### src/rtl/uart_rx_sequencer.sv
// ---------------------------------------------------------------------------
// uart_rx_sequencer
//   Control sequencer for a UART receive path. Double-flops the asynchronous
//   serial line, qualifies the start bit at mid-bit, samples each data bit at
//   the end of its oversample window, shifts data LSB-first, checks the stop
//   bit and emits either a one-cycle rx_valid or frame_err pulse. Counters
//   and state only advance on baud_tick; the pulses clear on the next clk.
//
// Ports
//   clk        in   rising-edge system clock
//   reset      in   synchronous, active-low reset (0 = reset)
//   baud_tick  in   one-cycle oversample strobe
//   data_in    in   asynchronous serial line, idle high
//   rx_data    out  last good byte, LSB = first data bit received
//   rx_valid   out  one-cycle pulse: rx_data updated with a good frame
//   frame_err  out  one-cycle pulse: stop bit sampled low
//   busy       out  high in every state except IDLE
//   bic        out  bit index (0 idle/start, 1..DATA_BITS data, DATA_BITS+1 stop)
//   shift_en   out  one-cycle pulse on each data-bit sample
// ---------------------------------------------------------------------------
module uart_rx_sequencer #(
  parameter int OVERSAMPLE = 16,
  parameter int DATA_BITS  = 8
) (
  input  logic                 clk,
  input  logic                 reset,
  input  logic                 baud_tick,
  input  logic                 data_in,
  output logic [DATA_BITS-1:0] rx_data,
  output logic                 rx_valid,
  output logic                 frame_err,
  output logic                 busy,
  output logic [3:0]           bic,
  output logic                 shift_en
);

  localparam int BSC_W = $clog2(OVERSAMPLE);

  localparam logic [BSC_W-1:0] BSC_HALF = BSC_W'(OVERSAMPLE / 2 - 1);
  localparam logic [BSC_W-1:0] BSC_FULL = BSC_W'(OVERSAMPLE - 1);

  localparam logic [3:0] BIC_PRE  = 4'(DATA_BITS - 1);
  localparam logic [3:0] BIC_LAST = 4'(DATA_BITS);
  localparam logic [3:0] BIC_STOP = 4'(DATA_BITS + 1);

  localparam logic [2:0] ST_IDLE  = 3'd0;
  localparam logic [2:0] ST_START = 3'd1;
  localparam logic [2:0] ST_DATA  = 3'd2;
  localparam logic [2:0] ST_STOP  = 3'd3;
  localparam logic [2:0] ST_BRK   = 3'd4;

  logic [2:0]           state;
  logic [BSC_W-1:0]     bsc;
  logic                 s1;
  logic                 s2;
  logic [DATA_BITS-1:0] shreg;

  assign busy = (state != ST_IDLE);

  always_ff @(posedge clk) begin
    if (!reset) begin
      state     <= ST_IDLE;
      bsc       <= '0;
      bic       <= '0;
      s1        <= 1'b1;
      s2        <= 1'b1;
      rx_data   <= '0;
      rx_valid  <= 1'b0;
      frame_err <= 1'b0;
      shift_en  <= 1'b0;
    end else begin
      // Synchroniser stage: runs every clk regardless of baud_tick
      s1 <= data_in;
      s2 <= s1;

      // Pulse outputs live for exactly one clk
      rx_valid  <= 1'b0;
      frame_err <= 1'b0;
      shift_en  <= 1'b0;

      // Sequencer stage: advances only on oversample ticks
      if (baud_tick) begin
        case (state)
          ST_IDLE: begin
            if (!s2) begin
              state <= ST_START;
              bsc   <= '0;
            end
          end

          ST_START: begin
            if (bsc != BSC_HALF) begin
              bsc <= bsc + 1'b1;
            end else begin
              bsc <= '0;
              // Line back high at mid-start means a glitch, not a frame
              state <= s2 ? ST_IDLE : ST_DATA;
              bic   <= '0;
            end
          end

          ST_DATA: begin
            if (bsc != BSC_FULL) begin
              bsc <= bsc + 1'b1;
            end else begin
              bsc      <= '0;
              shreg    <= {s2, shreg[DATA_BITS-1:1]};
              shift_en <= 1'b1;
              bic      <= bic + 4'd1;
              if (bic == BIC_PRE) state <= ST_STOP;
            end
          end

          ST_STOP: begin
            // bic shows DATA_BITS for one tick after the last shift, then
            // moves to the stop index
            if (bic == BIC_LAST) bic <= BIC_STOP;
            if (bsc != BSC_FULL) begin
              bsc <= bsc + 1'b1;
            end else begin
              bsc <= '0;
              bic <= '0;
              if (s2) begin
                rx_data  <= shreg;
                rx_valid <= 1'b1;
                state    <= ST_IDLE;
              end else begin
                frame_err <= 1'b1;
                state     <= ST_BRK;
              end
            end
          end

          ST_BRK: begin
            // A held break reports once; wait for the line to recover
            if (s2) state <= ST_IDLE;
          end

          default: begin
            state <= ST_IDLE;
            bsc   <= '0;
            bic   <= '0;
          end
        endcase
      end
    end
  end

endmodule

### config.mk
export PLATFORM = sky130hd
export DESIGN_NAME = uart_rx_sequencer
export DESIGN_NICKNAME = d
export VERILOG_FILES = /design/src/rtl/uart_rx_sequencer.sv
export SDC_FILE = /design/constraint.sdc
export NUM_CORES = 1
export LEC_CHECK = 0
export ABC_AREA = 1
export BUFFER_PORTS_ARGS = -buffer_cell sky130_fd_sc_hd__buf_2
export CORE_ASPECT_RATIO = 0.5
export CORE_MARGIN = 2
export CORE_UTILIZATION = 46
export CTS_CLUSTER_DIAMETER = 30
export DETAILED_ROUTE_END_ITERATION = 16
export GPL_TIMING_DRIVEN = 0
export PLACE_DENSITY = 0.69
export SETUP_SLACK_MARGIN = 0.1
export SKIP_LAST_GASP = 1
export SYNTH_ARGS = -nofsm -noshare
export SYNTH_HDL_FRONTEND = slang
export SYNTH_SLANG_ARGS = --single-unit
### constraint.sdc
create_clock -name clk -period 2.3 [get_ports clk]
set_input_delay 0.115 -clock clk [delete_from_list [all_inputs] [get_ports clk]]
set_output_delay 0.115 -clock clk [all_outputs]
set_load 0.02 [all_outputs]
==> results by group <==
STA
  • Max Fclk: 0.5340 GHz
  • Final setup vio count: 0
  • Setup TNS: 0 ps
  • Final hold vios: 0
  • RSZ-0062 raised after global routing: false
  • Final slew viol count: 0
  • Tightest Pin Transition: 600.0 ps
  • Crit share post-route: 81.41%
  • Clock Skew: 4.592 ps
  • Worst slew margin: 59.85%
  • Min Tclk post-route: 1873 ps
  • Hold WS: 23.77 ps

Status
  • Status: complete, no violations

Critical path
  • Max stage delay cell, worst path: nor2_1
  • Cell with the most instances on the worst path: nor2_1
  • Critical Path Fanout Max: 8
  • Delay-heaviest family, CP: simple AND/OR/NAND/NOR gates
  • Startpoint Class: flop
  • Max stage delay on crit path: 480 ps
  • Buf/Inv on CP: 0
  • Worst Path Required: 2220 ps
  • Critical path arrival: 1790 ps
  • Cell Chain, Critical Path: ha_1 > nand3_2 > nor2_1 > nand2_1 > nor2_1
  • Crit path kind: reg -> reg
  • Crit end category: flop

Yosys
  • Post-synth top area share: 33.13%
  • #FFs+latches synth: 32
  • Number of synthesized flops with an enable pin: 8
  • Gate count after technology mapping: 177
  • Count of different cell masters after synthesis: 25
  • Synth Warn #: 0
  • Async SR Flop Fraction: 0%
  • Post-synth net total: 184
  • Syn_area_per_cell: 8.193 um^2
  • Dominant cells by area after synthesis: dfxtp_1 33%, edfxtp_1 17%, nand2_1 7.8%
  • Seq/Total Area, Yosys: 49.70%
  • Post-Syn Area: 1450 um^2
  • Most common cell in the netlist: nand2_1
  • Synth area leader: dfxtp_1
  • Predominant post-synthesis flop cell: dfxtp_1
  • List of most frequent post-synthesis cells: 30 x nand2_1, 26 x nor2_1, 24 x dfxtp_1, 21 x inv_1, 15 x o21ai_0

Cells and area
  • # diodes: 0
  • Synth-to-Final Area Change: 17.34%
  • Share of cells above drive strength 1: 22.17%
  • Fillers: 276
  • Multi-input logic area: 609.3 um^2
  • Nets: 209
  • Reg area: 720.7 um^2

Detailed routing
  • Detail Route met2 WL: 1.292 mm
  • Met3 WL: 129 um
  • Top Metal Used: met4
  • Final WL: 2.828 mm
  • First-pass DRT Iterations: 4
  • Vias: 1,200
  • First DRT Iteration DRCs: 38
  • Via density: 4.938
  • Routed Antenna Nets: 0
  • Residual DRC count: 0
  • Wl on met1: 1.366 mm
  • DR WL/cell: 11.64 um

CTS
  • Clk root buf: clkbuf_8
  • Clock Latency Late Sink: 280 ps
  • H-tree Lvls: 2
  • # Post-CTS Setup Buffers: 0
  • CTS max path bufs: 2
  • CTS Buf Count: 5
  • Hold Buf Count CTS: 0
  • Clock sink count: 32
  • Resize count post-CTS: 0
  • CTS clk-pin slew, worst paths: 70 ps
  • TritonCTS clock tree: built

Die
  • Boundary pin count: 20
  • Core Box Area: 2995 um^2
  • Die area: 3645 um^2
  • Die width: 83.41 um
  • Starting Density: 48.41%
  • Row count: 14
  • Die H: 43.70 um

Global route
  • Initial antenna violation count: 0
  • Grt ovf: 0
  • Total GRT Usage: 16.69%
  • Largest net degree at the start of global routing: 12
  • Vias in the first global route: 1,056
  • Wire length of the first global-routing pass: 4.609 mm

Power and ir drop
  • Cell Pwr Density: 1074 nW/um^2
  • VDD IR max: 0.0005093 V
  • LEAKAGE: 0.7186 nW

Placed design
  • DP HPWL: 1.954 mm
  • GP Congestion: 0.8687
  • IO buf count: 18

Job
  • Max-Cap Viols: 0

Hold path
  • Hold crit path type: in -> reg
-- cells in the final DEF, fill, tap and decap left out, drive strengths merged, types with 3 or more instances in the layout --
cell type	count
nand2	32
nor2	31
dfxtp	24
inv	22
buf	21
o21ai	16
a21oi	15
nand3	14
edfxtp	8
clkbuf	6
ha	3
-- sequential cells by signal, summed over array words and instances, names as in the netlist --
register   count
s1             1
shift_en       1
rx_valid       1
bic            4
bsc            4
rx_data        8
shreg          8
s2             1
frame_err      1
state          3
-- worst reg2reg max path, delay by kind of cell, from the launching register on --
kind,cells,cell delay [ps]
simple gates,4,900
flops,1,370
fa+ha+maj,1,250
-- metal layers --
metal / vias to the layer above / global-route usage, %
met5: - / 0
met4: 0 / 6.885
met3: 6 / 5.333
met2: 27 / 28.87
met1: 545 / 19.90
li1: 622 / -
-- cell type report --
cell class              count  area share (%)
well taps                  40           2.941
clock inverters             3           2.500
plain buffers               4           2.206
repair buffers             18           5.294
inverters                  22           4.853
flip-flops and latches     32           42.35
multi-input cells         119           35.81
clock buffers               5           4.044
-- final timing paths --
path / startpoint / endpoint / slack [ps] / cells after the start
worst max-delay path: bsc[0]$_SDFFE_PN0P_ / shreg[1]$_DFFE_PP_ / 430 / 5
worst min-delay path: data_in / s1$_SDFF_PN1_ / 20 / 2
worst max register to register: bsc[0]$_SDFFE_PN0P_ / shreg[1]$_DFFE_PP_ / 430 / 5
worst min register to register: rx_data[3]$_SDFFE_PN0P_ / rx_data[3]$_SDFFE_PN0P_ / 440 / 2
-- per-stage QoR --
step	instance area [um^2]	total power (W)	std cells	utilization (%)	setup slack, ps
after detailed placement	1590	0.001298	235	53.09	433.8
after global routing	1702	0.001936	243	56.81	233.5
after global placement	1590	0.001289	235	53.09	418.1
after floorplan	1450	0.001165	177	-	640.2
final	1702	0.001828	243	56.81	427.5
after CTS	1702	0.001835	243	56.81	409.0
-- kinds of logic (layout without fill, tap and decap cells) --
kind of cell / Yosys count / count (layout) / share of synthesized area [%]
AO/OA/AOI/OAI: 32 / 32 / 11.65
XOR/XNOR: 2 / 2 / 1.208
adder cells (fa/ha/maj): 3 / 3 / 2.589
buffers and inverters: 26 / 52 / 8.283
flip-flops: 32 / 32 / 49.70
AND/OR/NAND/NOR: 82 / 82 / 26.57
-- report_power, final --
part / leakage (nW) / switching, W / internal (W)
Sequential: 0.266 / 0.0000576 / 0.000622
Combinational: 0.398 / 0.000406 / 0.000205
Clock: 0.0541 / 0.000217 / 0.000320
Power figures use the tool's default switching activity.
